<file path="config.mk">
export PLATFORM = sky130hd
export DESIGN_NAME = pc_redirect_ctrl
export DESIGN_NICKNAME = d
export VERILOG_FILES = /design/src/rtl/pc_ctrl_pkg.sv /design/src/rtl/branch_resolve.sv /design/src/rtl/pc_redirect_ctrl.sv
export SDC_FILE = /design/constraint.sdc
export NUM_CORES = 1
export LEC_CHECK = 0
export BUFFER_PORTS_ARGS = -buffer_cell sky130_fd_sc_hd__buf_2
export CORE_MARGIN = 3
export CORE_UTILIZATION = 47
export DETAILED_ROUTE_END_ITERATION = 12
export PLACE_DENSITY = 0.79
export SLEW_MARGIN = 20
export SYNTH_ARGS = -nofsm -noshare
export SYNTH_HDL_FRONTEND = slang
export SYNTH_HIERARCHICAL = 1
export SYNTH_SLANG_ARGS = --single-unit
export TNS_END_PERCENT = 1
</file>
<file path="constraint.sdc">
create_clock -name Clk -period 2.17 [get_ports Clk]
set_clock_uncertainty 0.1 [all_clocks]
set_input_delay 0 -clock Clk [delete_from_list [all_inputs] [get_ports Clk]]
set_output_delay 0 -clock Clk [all_outputs]
set_load 0.03 [all_outputs]
</file>
<file path="src/rtl/pc_ctrl_pkg.sv">
// Shared types for the fetch-PC redirect logic: branch-type codes, FSM states, reset PC.
package pc_ctrl_pkg;

  localparam int unsigned    DATABIT_DEF  = 32;
  localparam logic [31:0]    RESET_PC_DEF = 32'h0000_3000;

  typedef enum logic [2:0] {
    BR_NONE = 3'b000,
    BR_BEQ  = 3'b001,
    BR_J    = 3'b010,
    BR_JR   = 3'b011,
    BR_BNE  = 3'b100
  } br_type_e;

  typedef enum logic [1:0] {
    StRun      = 2'b00,
    StWaitOpnd = 2'b01,
    StFlush    = 2'b10
  } pc_state_e;

  // Unused encodings collapse to BR_NONE so they never redirect.
  function automatic br_type_e decode_br(input logic [2:0] raw);
    case (raw)
      3'b001:  return BR_BEQ;
      3'b010:  return BR_J;
      3'b011:  return BR_JR;
      3'b100:  return BR_BNE;
      default: return BR_NONE;
    endcase
  endfunction

  function automatic logic needs_rs(input br_type_e br);
    return (br == BR_BEQ) || (br == BR_BNE) || (br == BR_JR);
  endfunction

endpackage

</file>
<file path="src/rtl/branch_resolve.sv">
// Combinational branch outcome and target computation for the ID-stage instruction.
module branch_resolve
  import pc_ctrl_pkg::*;
#(
  parameter int unsigned DATABIT = 32
) (
  input  br_type_e           br_type_i,
  input  logic [DATABIT-1:0] rs_data_i,
  input  logic [DATABIT-1:0] rt_data_i,
  input  logic [DATABIT-1:0] br_offset_i,
  input  logic [25:0]        j_index_i,
  input  logic [DATABIT-1:0] id_pc4_i,
  output logic               taken_o,
  output logic [DATABIT-1:0] target_o
);

  logic [DATABIT-1:0] br_target;
  logic               rs_eq_rt;

  assign br_target = id_pc4_i + (br_offset_i << 2);
  assign rs_eq_rt  = (rs_data_i == rt_data_i);

  always_comb begin
    taken_o  = 1'b0;
    target_o = id_pc4_i;
    case (br_type_i)
      BR_BEQ: begin
        taken_o  = rs_eq_rt;
        target_o = br_target;
      end
      BR_BNE: begin
        taken_o  = !rs_eq_rt;
        target_o = br_target;
      end
      BR_J: begin
        taken_o  = 1'b1;
        target_o = {id_pc4_i[DATABIT-1:28], j_index_i, 2'b00};
      end
      BR_JR: begin
        taken_o  = 1'b1;
        target_o = {rs_data_i[DATABIT-1:2], 2'b00};
      end
      default: begin
        taken_o  = 1'b0;
        target_o = id_pc4_i;
      end
    endcase
  end

endmodule

</file>
<file path="src/rtl/pc_redirect_ctrl.sv">
// Fetch PC register and PC-mux select with ID-stage branch resolution, operand wait and squash.
// Optional taken-redirect counter enabled by defining REDIRECT_CNT_EN.
module pc_redirect_ctrl
  import pc_ctrl_pkg::*;
#(
  parameter int unsigned        DATABIT  = 32,
  parameter logic [DATABIT-1:0] RESET_PC = 32'h0000_3000
) (
  input  logic               Clk,
  input  logic               Reset_n,
  input  logic               Stall,
  input  logic               IdValid,
  input  logic [2:0]         BrType,
  input  logic               RsReady,
  input  logic [DATABIT-1:0] RsData,
  input  logic [DATABIT-1:0] RtData,
  input  logic [DATABIT-1:0] BrOffset,
  input  logic [25:0]        JIndex,
  input  logic [DATABIT-1:0] IdPc4,
  output logic [DATABIT-1:0] Pc,
  output logic [2:0]         PcSel,
  output logic               Flush,
  output logic               StallReq
`ifdef REDIRECT_CNT_EN
  ,
  output logic [31:0]        RedirectCnt
`endif
);

  pc_state_e          state_q, state_d;
  logic [DATABIT-1:0] pc_q, pc_d;
  br_type_e           br_type;
  logic               taken;
  logic [DATABIT-1:0] target;
  logic               resolving;
  logic               blocked;
  logic               redirect;

  assign br_type = IdValid ? decode_br(BrType) : BR_NONE;

  branch_resolve #(
    .DATABIT (DATABIT)
  ) u_branch_resolve (
    .br_type_i   (br_type),
    .rs_data_i   (RsData),
    .rt_data_i   (RtData),
    .br_offset_i (BrOffset),
    .j_index_i   (JIndex),
    .id_pc4_i    (IdPc4),
    .taken_o     (taken),
    .target_o    (target)
  );

  // The instruction in ID during FLUSH is wrong-path, so it is never decoded.
  assign resolving = (state_q != StFlush) && (br_type != BR_NONE);
  assign blocked   = resolving && needs_rs(br_type) && !RsReady;
  assign redirect  = resolving && !blocked && taken;

  always_ff @(posedge Clk or negedge Reset_n) begin
    if (!Reset_n) begin
      state_q <= StRun;
      pc_q    <= RESET_PC;
    end else begin
      state_q <= state_d;
      pc_q    <= pc_d;
    end
  end

  always_comb begin
    state_d = state_q;
    pc_d    = pc_q;
    if (!Stall) begin
      unique case (state_q)
        StRun, StWaitOpnd: begin
          if (blocked) begin
            state_d = StWaitOpnd;
          end else if (redirect) begin
            state_d = StFlush;
            pc_d    = target;
          end else begin
            state_d = StRun;
            pc_d    = pc_q + DATABIT'(4);
          end
        end
        StFlush: begin
          state_d = StRun;
          pc_d    = pc_q + DATABIT'(4);
        end
        default: begin
          state_d = StRun;
          pc_d    = pc_q;
        end
      endcase
    end
  end

  // Combinational outputs are forced idle while reset is asserted.
  always_comb begin
    PcSel    = 3'b000;
    StallReq = 1'b0;
    if (Reset_n) begin
      StallReq = blocked;
      if (!Stall && redirect) begin
        PcSel = br_type;
      end
    end
  end

  assign Pc    = pc_q;
  assign Flush = (state_q == StFlush);

`ifdef REDIRECT_CNT_EN
  logic [31:0] cnt_q, cnt_d;

  always_comb begin
    cnt_d = cnt_q;
    if (!Stall && redirect) begin
      cnt_d = cnt_q + 32'd1;
    end
  end

  always_ff @(posedge Clk or negedge Reset_n) begin
    if (!Reset_n) begin
      cnt_q <= 32'd0;
    end else begin
      cnt_q <= cnt_d;
    end
  end

  assign RedirectCnt = cnt_q;
`endif

endmodule

</file>
Word-level counts from Yosys, hierarchy flattened --
Cells that the tools add are included.
Word-level totals: register bits after elaboration 34, bits in latches 0, memory bits (writable) 0, memory bits (read-only) 0, input bits 162, output and inout bits 37, word-level logic and storage cells 50, memories 0
Cells by class: add/sub/neg operators 2, $mul 0, div/mod/pow operators 0, $lt $le $gt $ge 0, equality and inequality tests 13, shift-type cells 0, mux-type cells 13, bitwise logic cells 1, reduce and logical (&&, ||, !) cells 19
Operators by type and width (count):
- 32-bit one-hot mux with 3 select lines | 1
- 32-bit two-way mux | 2
- 32-bit one-hot mux with 2 select lines | 1
- 32-bit by 3-bit adder with 32-bit output (second input constant) | 1
- 32-bit adder | 1
- 32-bit == test | 1
- 3-bit by 2-bit == test with 1-bit output (second input constant) | 4
- 3-bit one-hot mux with 4 select lines | 1
- 3-bit two-way mux | 3
- 3-bit by 1-bit == test with 1-bit output (second input constant) | 2
- 3-bit == test (second input constant) | 2
- 1-bit logical AND | 6
- 2-bit two-way mux | 3
- 2-bit OR reduction | 3
- 1-bit zero test | 4
- 2-bit inequality test (second input constant) | 2
- 1-bit one-hot mux with 3 select lines | 1
- 3-bit AND reduction | 1
- 3-bit nonzero test | 1
- 2-bit by 1-bit == test with 1-bit output (second input constant) | 1
- 2-bit == test (second input constant) | 1
- 2-bit zero test | 1
- 1-bit logical OR | 2
- 2-bit nonzero test | 1
- other kinds (2) | 2

Longest topological paths before layout --
depth in word-level cells 14, depth in mapped cells 14, mapped depth without buffers 13

Cells and area by module --
Netlist, hierarchy kept.
By module, submodules not included:
- branch_resolve | times used 1, cells an instance 478, area each 3308.2 um^2, seq. area each 0.0 um^2
- pc_redirect_ctrl | times used 1, cells an instance 276, area each 2321.0 um^2, seq. area each 853.3 um^2

Least setup slack after synthesis --
Ideal clock, no wire load.
kind in2out, from in BrType[1], to out PcSel[0], data arrival time 2.440 ns, data required time 2.070 ns, setup slack -0.370 ns, cell stages on the path 13, path buffers 4, path through nor3b_4 nand2_1 inv_1 buf_2 buf_1 buf_2 nand2_1 o22ai_1 nand3_1 nor2_1 buf_2 nand3b_1 nor2b_1
Between the ends: elaborated cells on any way between the ends 24, classes of those cells eq/ne: 8; mux: 5; reduce/logical: 11
RTL lines:
- start, declared | line pc_redirect_ctrl.sv:13 | input logic [2:0] BrType,
- 3-bit == test, or another cell as far along | line pc_ctrl_pkg.sv:23 | case (raw)
- 3-bit one-hot mux with 4 select lines * | line pc_ctrl_pkg.sv:23
- 3-bit two-way mux * | line pc_redirect_ctrl.sv:39 | assign br_type = IdValid ? decode_br(BrType) : BR_NONE;
- via br_type[2] | line pc_redirect_ctrl.sv:32 | br_type_e br_type;
- 3-bit by 2-bit == test with 1-bit output | line branch_resolve.sv:26 | case (br_type_i)
- 2-bit OR reduction (no source line)
- 1-bit one-hot mux with 3 select lines * | line branch_resolve.sv:26
- via taken | line pc_redirect_ctrl.sv:33 | logic taken;
- 1-bit logical AND * | line pc_redirect_ctrl.sv:57 | assign redirect = resolving && !blocked && taken;
- 1-bit logical AND * | line pc_redirect_ctrl.sv:103 | if (!Stall && redirect) begin
- 3-bit two-way mux * | line pc_redirect_ctrl.sv:103
- 3-bit two-way mux * | line pc_redirect_ctrl.sv:101 | if (Reset_n) begin
- end, declared | line pc_redirect_ctrl.sv:21 | output logic [2:0] PcSel,
Mark *: on every way through the listed nets, which the timed path passes. The rest lies on a longest branch.

Worst setup path after layout --
from in RtData[24], to reg pc_q[15], in the netlist Pc[15]
Between the ends: word-level cells in the longest chain between the ends 7
RTL lines:
- start, declared | line pc_redirect_ctrl.sv:16 | input logic [DATABIT-1:0] RtData,
- 32-bit == test * | line branch_resolve.sv:21 | assign rs_eq_rt = (rs_data_i == rt_data_i);
- 1-bit zero test | line branch_resolve.sv:32 | taken_o = !rs_eq_rt;
- 1-bit one-hot mux with 3 select lines * | line branch_resolve.sv:26
- via taken | line pc_redirect_ctrl.sv:33
- 1-bit logical AND * | line pc_redirect_ctrl.sv:57
- 32-bit two-way mux * | line pc_redirect_ctrl.sv:77 | end else if (redirect) begin
- 32-bit two-way mux * | line pc_redirect_ctrl.sv:75 | if (blocked) begin
- 32-bit one-hot mux with 2 select lines * | line pc_redirect_ctrl.sv:73 | unique case (state_q)
- end signal, assigned | line pc_redirect_ctrl.sv:65 | pc_q <= pc_d;
- end, declared | line pc_redirect_ctrl.sv:31 | logic [DATABIT-1:0] pc_q, pc_d;
Mark *: on every way through the listed nets, which the timed path passes. The rest lies on a longest branch. The select of a mux whose other input is x is not followed. A chain may end at the register's enable or synchronous reset.

==> key figures <==
Clock network
  • H-tree Lvls: 2
  • Sink Count: 34
  • Maximum clock path buffer count: 2
  • Clock Tree Root: clkbuf_16
  • Clock Latency Late Sink: 0.27 ns
  • TritonCTS Buffers: 5
  • Clock transition at path regs: 0.05 ns
  • CTS tree: yes

Die
  • Die Wd: 115.4 um
  • Die height: 115.4 um
  • Core Box Area: 11560 sq um
  • Initial core utilization: 48.67%
  • Die Area: 13330 sq um
  • IO Count: 199
  • # rows: 39

Placement
  • IO buf count: 196
  • Pre-CTS WS: -0.4831 ns
  • Post-DP HPWL: 20430 um
  • Post-Place Cell Area: 8342 sq um
  • GPL Wtd Cong: 1.020

Critical path
  • Worst Path Required: 2.26 ns
  • Worst path top cell family by delay: simple AND/OR/NAND/NOR gates
  • Worst Path Buf+Inv: 7
  • Origin of the critical flop-to-flop path: Pc[18]
  • Crit path top cell by count: buf_4
  • Critical-path maximum fanout: 4
  • Reg2Reg Depth: 5
  • Slowest cell on the critical path: or4_1
  • Worst Setup Start Kind: input pin
  • Slack of the worst reg-to-reg path: 0 ns
  • Crit path kind: in2reg
  • Worst setup EP type: flop
  • Peak per-stage delay on the critical path: 0.49 ns
  • WP data arrival: 2.51 ns
  • CP cell instances: buf_6 -> xor2_2 -> nor4_2 -> buf_4 -> nand4_1 -> nor2_2 -> buf_4 -> buf_4 -> o22ai_2 -> buf_4 -> nand3_4 -> nor2_4 -> buf_6 -> buf_4 -> or4_1 -> o211ai_1
  • R2r endpoint: Pc[31]

Final layout
  • Commonest non-fill, non-tap cells in the layout: buf_4 (219), buf_2 (181), a21oi_1 (67)
  • Fill cells: 868
  • Commonest non-fill, non-tap cell in the layout: buf_4
  • Post-Layout Inst Area: 8815 sq um
  • Diode count: 0
  • Layout cell share with drive strength beyond 1: 42.56%
  • Final core area utilization: 76.22%
  • Footprint of the multi-input gates: 4686 sq um
  • Layout net count: 1335
  • Area Overhead vs Synth: 56.59%
  • FF/Latch Area: 853.3 sq um

STA
  • Worst Max-Slew Pin Slew: 0.5891 ns
  • Setup WS post-layout: -0.2499 ns
  • # setup viols final: 33
  • RSZ-0062 raised after global routing: yes
  • Final min period: 2.420 ns
  • Pins Over Slew Limit: 0
  • Hold slack: 0.01867 ns
  • Crit share post-route: 111.5%
  • Worst slew margin: 60.36%
  • Hold Fails Final Rpt: 0
  • Highest clock rate: 413.2 MHz

Global routing
  • GR Util All Layers: 37.08%
  • Largest net degree at the start of global routing: 28
  • Initial antenna violation count: 0
  • Vias in the first global route: 7695
  • GRT overflow: 0
  • First-pass GRT wire length: 39390 um

Detailed routing
  • Initial DRC Count: 913
  • Antenna Nets Post-Route: 0
  • DR vias: 8075
  • DR vias/cell: 6.284
  • WL final: 25600 um
  • Met1 wire length: 10150 um
  • Highest metal used: met4
  • Met2 routed WL: 11790 um
  • Met3 WL: 2486 um
  • WL/cell: 19.92 um
  • First-pass DRT Iterations: 6
  • Post-route DRC violation count: 0

Synth
  • Post-Syn Nets: 947
  • Post-synth ARST share: 100.0%
  • Post-synth EDFFs: 0
  • Post-Syn Area per Cell: 7.466 sq um
  • FF+latch count, synth: 34
  • Cell area after synthesis: 5629 sq um
  • Top cells by area, synth: dfrtp_1 (14%), a22o_1 (9.8%), xor2_1 (7.2%), ha_1 (6.7%), a21oi_1 (6.1%)
  • Syn. warnings: 6
  • Synth Flop Type: dfrtp_1
  • Area leader, netlist: dfrtp_1
  • Syn Inst Count: 754
  • Seq/Total Area, Yosys: 15.16%
  • Synth cell types: 77
  • Proportion of netlist area held by the largest area contributor: 14.23%

Outcome
  • Outcome: finished with violations
  • Failing checks: negative setup slack

Power and ir drop
  • Lkg Pwr: 4.225 nW
  • Power Density: 503.8 nW/um^2
  • Worst VDD drop: 0.4492 mV

Min path
  • HP Class: in2async

Run
  • Max_cap viols: 0
how the worst max path moves through the flow:
| stage | depth (start not counted) | slack [ns] | end | startpoint |
|---|---|---|---|---|
| global route | 15 | -0.29 | PcSel[0] | RtData[28] |
| finish | 16 | -0.25 | Pc[15] | RtData[24] |
| global placement | 14 | -0.48 | Pc[28] | RsData[18] |
| floorplan | 14 | -0.02 | Pc[8] | BrType[0] |
| CTS | 15 | -0.19 | PcSel[1] | RtData[24] |
| detailed placement | 14 | -0.48 | Pc[20] | RsData[18] |
layer usage:
layer  global-route usage, %  vias up
met5                       0        -
li1                        -     3697
met4                   12.91        0
met1                   49.28     3749
met2                   61.81      533
met3                   5.170       96
sequential cells by signal (all words and copies together), names as in the netlist:
name,count
Pc,32
state_q,2
cell usage after synthesis, types with 6 or more instances:
library cell,instances
a21o_1,9
nand4_1,16
a2bb2oi_1,6
o21ai_0,50
o211ai_1,8
a221o_1,6
a211oi_1,6
a22o_1,63
nor2b_1,11
o22a_1,8
nor4_1,13
a21oi_1,69
nand2_1,62
a31oi_1,14
nand2b_1,8
nand3_1,25
and2_1,8
ha_1,30
o21ai_1,10
xnor2_1,13
mux2i_1,9
clkbuf_1,27
a22oi_1,7
buf_2,12
inv_1,20
dfrtp_1,32
o22ai_1,8
and3_1,10
xor2_1,46
nor2_1,46
nor3_1,19
layout make-up:
cell class | instances | share of cell area (%)
tap | 143 | 2.030
sequential | 34 | 9.681
multi-input combinational | 653 | 53.16
inverter | 20 | 0.8517
clock inverter | 2 | 0.1136
timing repair buffer | 428 | 32.75
clock buffer | 5 | 1.419
power by group:
part           switching [mW]  leakage (nW)  internal [mW]  total (mW)
Clock                   0.263        0.0694          0.414       0.677
Sequential              0.213         0.402          0.816        1.03
Combinational            1.55          3.75           1.18        2.74
per-stage QoR:
step / total power [mW] / setup TNS (ns) / instances
after floorplan: 2.407 / -0.09744 / 754
after global placement: 3.589 / -13.93 / 1268
after detailed placement: 3.624 / -14.11 / 1268
after CTS: 4.339 / -1.361 / 1282
after global routing: 4.666 / -5.518 / 1285
final: 4.441 / -3.571 / 1285
what timing repair did:
item | CTS | global route
resized for setup | 40 | 23
hold buffers | 4 | 0
hold endpoints to repair | 38 | 0
endpoints found under the setup margin | 36 | 36
buffers inserted | 3 | 3
pin swaps | 16 | 18
cell families after synthesis:
group           after synthesis  synth area share (%)
mux                          11                 2.000
fa+ha+maj                    31                 7.024
xor+xnor                     59                 9.180
compound gates              310                 39.19
flops                        34                 15.16
simple gates                242                 22.32
buf+inv                      67                 5.135
No activity file was read; power rests on OpenSTA's default activity.
